==> config.mk <==
export PLATFORM = sky130hd
export DESIGN_NAME = prog_loader
export DESIGN_NICKNAME = d
export VERILOG_FILES = /design/src/rtl/prog_loader.sv
export SDC_FILE = /design/constraint.sdc
export NUM_CORES = 1
export LEC_CHECK = 0
export CORE_MARGIN = 3
export CORE_UTILIZATION = 55
export CTS_BUF_LIST = sky130_fd_sc_hd__clkbuf_2
export DETAILED_ROUTE_END_ITERATION = 8
export PLACE_DENSITY = 0.86
export SLEW_MARGIN = 20
export SYNTH_ARGS = -nofsm -noshare
export SYNTH_HDL_FRONTEND = slang
export SYNTH_SLANG_ARGS = --single-unit
export TNS_END_PERCENT = 100
==> constraint.sdc <==
create_clock -name clk -period 4.34 [get_ports clk]
set_clock_uncertainty 0.15 [all_clocks]
set_input_delay 0.868 -clock clk [delete_from_list [all_inputs] [get_ports clk]]
set_output_delay 0.868 -clock clk [all_outputs]
set_load 0.01 [all_outputs]
==> src/rtl/prog_loader.sv <==
// Boot-time program loader: parses a length-prefixed byte stream into 32-bit
// RAM words, verifies an XOR checksum, then releases the core from reset.
module prog_loader #(
    parameter logic [13:0] BASE_ADDR = 14'h0000,
    parameter int unsigned MAX_WORDS = 4096
) (
    input  logic        clk,
    input  logic        resetn,
    input  logic [7:0]  in_data,
    input  logic        in_valid,
    output logic        in_ready,
    output logic        wr_en,
    output logic [13:0] wr_addr,
    output logic [31:0] wr_data,
    output logic        cpu_resetn,
    output logic        done,
    output logic        error,
    output logic [12:0] word_count
);

    typedef enum logic [2:0] {
        S_LEN_LO, S_LEN_HI, S_DATA, S_CSUM, S_RUN, S_ERR
    } state_t;

    localparam logic [16:0] MAX_N = 17'(MAX_WORDS);

    state_t      state_q, state_d;
    logic [7:0]  len_lo_q, len_lo_d;
    logic [15:0] len_q, len_d;
    logic [1:0]  byte_idx_q, byte_idx_d;
    logic [23:0] part_q, part_d;
    logic [7:0]  csum_q, csum_d;
    logic        wr_en_q, wr_en_d;
    logic [13:0] wr_addr_q, wr_addr_d;
    logic [31:0] wr_data_q, wr_data_d;
    logic [12:0] word_count_q, word_count_d;

    logic        accept;
    logic [15:0] len_in;

    always_comb begin
        in_ready     = resetn && (state_q inside {S_LEN_LO, S_LEN_HI, S_DATA, S_CSUM});
        accept       = in_valid && in_ready;
        len_in       = {in_data, len_lo_q};
        state_d      = state_q;
        len_lo_d     = len_lo_q;
        len_d        = len_q;
        byte_idx_d   = byte_idx_q;
        part_d       = part_q;
        csum_d       = csum_q;
        wr_en_d      = 1'b0;
        wr_addr_d    = wr_addr_q;
        wr_data_d    = wr_data_q;
        word_count_d = word_count_q;

        case (state_q)
            S_LEN_LO: begin
                if (accept) begin
                    len_lo_d = in_data;
                    state_d  = S_LEN_HI;
                end
            end
            S_LEN_HI: begin
                if (accept) begin
                    len_d = len_in;
                    if (len_in == 16'd0)
                        state_d = S_CSUM;
                    else if ({1'b0, len_in} > MAX_N)
                        state_d = S_ERR;
                    else
                        state_d = S_DATA;
                end
            end
            S_DATA: begin
                if (accept) begin
                    csum_d     = csum_q ^ in_data;
                    byte_idx_d = byte_idx_q + 2'd1;
                    if (byte_idx_q == 2'd3) begin
                        // Bytes arrive LSB first, so the partial word is a right shifter
                        wr_en_d      = 1'b1;
                        wr_data_d    = {in_data, part_q};
                        wr_addr_d    = BASE_ADDR + {word_count_q[11:0], 2'b00};
                        word_count_d = word_count_q + 13'd1;
                        part_d       = 24'd0;
                        if (({3'b000, word_count_q} + 16'd1) == len_q)
                            state_d = S_CSUM;
                    end else begin
                        part_d = {in_data, part_q[23:8]};
                    end
                end
            end
            S_CSUM: begin
                if (accept)
                    state_d = (in_data == csum_q) ? S_RUN : S_ERR;
            end
            default: ;
        endcase
    end

    always_ff @(posedge clk) begin
        if (!resetn) begin
            state_q      <= S_LEN_LO;
            len_lo_q     <= 8'd0;
            len_q        <= 16'd0;
            byte_idx_q   <= 2'd0;
            part_q       <= 24'd0;
            csum_q       <= 8'd0;
            wr_en_q      <= 1'b0;
            wr_addr_q    <= BASE_ADDR;
            wr_data_q    <= 32'd0;
            word_count_q <= 13'd0;
        end else begin
            state_q      <= state_d;
            len_lo_q     <= len_lo_d;
            len_q        <= len_d;
            byte_idx_q   <= byte_idx_d;
            part_q       <= part_d;
            csum_q       <= csum_d;
            wr_en_q      <= wr_en_d;
            wr_addr_q    <= wr_addr_d;
            wr_data_q    <= wr_data_d;
            word_count_q <= word_count_d;
        end
    end

    // The last write always retires before the checksum can move us to S_RUN
    assign wr_en      = wr_en_q;
    assign wr_addr    = wr_addr_q;
    assign wr_data    = wr_data_q;
    assign word_count = word_count_q;
    assign done       = (state_q == S_RUN);
    assign cpu_resetn = (state_q == S_RUN);
    assign error      = (state_q == S_ERR);

endmodule

==> results.cfg <==
[outcome]
status = completed

[sta]
hold_viol = 0
fin_crit_ns = 3.00
finalSetupViolations = 0
fmax_ghz = 0.333
worst_slew_margin_rel = 0.537
tightestPinTransition_ns = 0.695
hold_ws_ns = 0.325
maxSlewViolCount = 0
post-route-period-util = 0.692
rsz0062_at_grt = no
finalSetupTns_ns = 0

[layout]
drive_gt1_frac = 0.0696
fin_area_um2 = 6250
nFillCells = 797
final_nets = 690
fin_util = 0.667
antenna_cells = 0
area_delta_synth_final_pct = 16.8

[floorplanning]
dieHeight_um = 105
die_area_um2 = 11000
start_util = 0.571
die_width_um = 105
core_um2 = 9370
ios = 75
rows = 35

[route]
vias_per_cell = 5.41
routed_wl_mm = 11.7
drtAntennaViolNets = 0
drt_iter0_markers = 274
wl_per_cell_um = 14.2
drtPass1Iterations = 5
num_vias = 4432
drc_errors = 0

[place]
numPortBuffers = 72
placed_area_um2 = 6030
place_congestion = 0.923
dp_hpwl_mm = 7.83

[pwr]
vdd_drop_max_uv = 192
power_w = 0.00187
p_leak_nw = 2.10
p_per_area_nw_per_um2 = 299

[yosys]
synth.largest_area_cell = dfxtp_1
syn_area_um2 = 5350
async_reset_ff_frac = 0
synthCells = 634
yosysMostFrequentCell = nand2_1
synth-edff-count = 0
synth_seq_cells = 119
synth_flop_cell = dfxtp_1
netlist_top_cells_area = dfxtp_1 44%, a21boi_0 12%, nand2_1 12%, xnor2_1 5.1%, nand3_1 3.1%
ys_seq_area_frac = 0.445
synth_commonest_cells = 169 x nand2_1, 119 x dfxtp_1, 89 x a21boi_0
synth_top_area_frac = 0.445
synth_area_per_cell_um2 = 8.44
yosys_warnings = 0
ys_types = 52

[grt]
grt_pass1_wl_mm = 19.6
grt_overflow = 0
grt_max_degree = 91
antenna_found_initial = 0
grt_usage = 0.216
grt_pass1_vias = 4191

[clocking]
post_cts_buffers = 0
cts-hold-fix-buffers = 0
insertion_delay_ns = 0.62
clkTransAtPathRegs_ns = 0.17
cts_tree = yes
clock_path_buffers = 2
cts_root_buf = clkbuf_2
cts_buffers = 17
htreeDepth = 4
cts_resized = 0
cts.sink_count = 119

[critical_path]
path_cells = buf_2, nor2b_1, clkdlybuf4s50_1
cp_slowest_cell = clkdlybuf4s50_1
crit_arrival_ns = 1.99
critPathTopFamily = buffers and inverters
cp_slowest_stage_delay_ns = 0.54
start_kind = input pin
worstPathMaxFanout = 36
path_buf_inv = 2
worstPathRequired_ns = 3.32
criticalPathCategory = in -> out
worstSetupEndpointType = output pin

[run]
cap_violations = 0

[hold_path]
min_path_type = reg -> reg
-- per-layer routing --
metal,track usage,part of all wire,wire (um),vias to the layer above
met5,0,0,0,-
met4,0.0890,0.015,170,0
met3,0.0482,0.072,840,21
met2,0.347,0.47,5460,171
met1,0.281,0.45,5190,2042
li1,-,-,-,2198
-- report_power, final --
group	leakage, nW	internal (W)	total [W]	switching [W]
Combinational	1.01	0.0000387	0.0000842	0.0000455
Clock	0.139	0.000264	0.000673	0.000409
Sequential	0.960	0.00110	0.00111	0.00000902
Total	2.10	0.00140	0.00187	0.000464
-- state kept, by name, indices dropped and copies added (netlist names) --
signal      flops
wr_data        32
part_q         24
len_q          16
word_count     13
wr_addr        12
csum_q          8
len_lo_q        8
state_q         3
byte_idx_q      2
wr_en           1
-- per-stage QoR --
step                std cells  setup slack, ns
finish                    819             1.34
global route              819             1.23
CTS                       819             1.34
detailed placement        787             1.18
global placement          787             1.24
floorplan                 635             1.54
-- placed cells by master, fill, tap and decap left out, drive strengths merged, types with 9 or more instances in the layout --
master / count
xor2: 10
nand3: 34
clkdlybuf4s50: 71
dfxtp: 119
clkbuf: 19
nand2: 169
nor2: 11
clkinv: 11
nor2b: 12
a21boi: 89
xnor2: 31
and2: 23
nand4: 9
-- kinds of logic (layout without fill, tap and decap cells) --
family                     Yosys count  after routing  share of synthesized area
AOI/OAI and AO/OA                  115            115                      0.160
xor gates and xnor gates            41             41                     0.0671
adders and majority gates            2              2                    0.00467
buffers and inverters               61            116                     0.0523
DFF                                119            119                      0.445
muxes                                8              8                     0.0150
other                                1              2                   0.000700
and+or+nand+nor                    287            287                      0.255
-- area by class of cell --
cell class / instances / area (um^2) / share of cell area
Inverter: 5 / 18.8 / 0.00300
Sequential cell: 119 / 2380 / 0.381
Clock inverter: 13 / 133 / 0.0212
Clock buffer: 19 / 95.1 / 0.0152
Timing Repair Buffer: 79 / 768 / 0.123
Tap cell: 129 / 161 / 0.0258
Multi-Input combinational cell: 455 / 2700 / 0.431
-- tightest hold or removal path, stage by stage (launching register included) --
cell and delay (ns):
dfxtp_1 0.34, nand2_1 0.05, a21boi_0 0.06
-- final timing paths --
path	slack (ns)	start	cells after the start	to
max	1.34	resetn	3	in_ready
min	0.33	part_q[3]	2	wr_data[3]
min reg2reg	0.33	part_q[3]	2	wr_data[3]
max reg2reg	1.84	word_count[5]	6	state_q[0]
(Power assumes the default switching activity.)
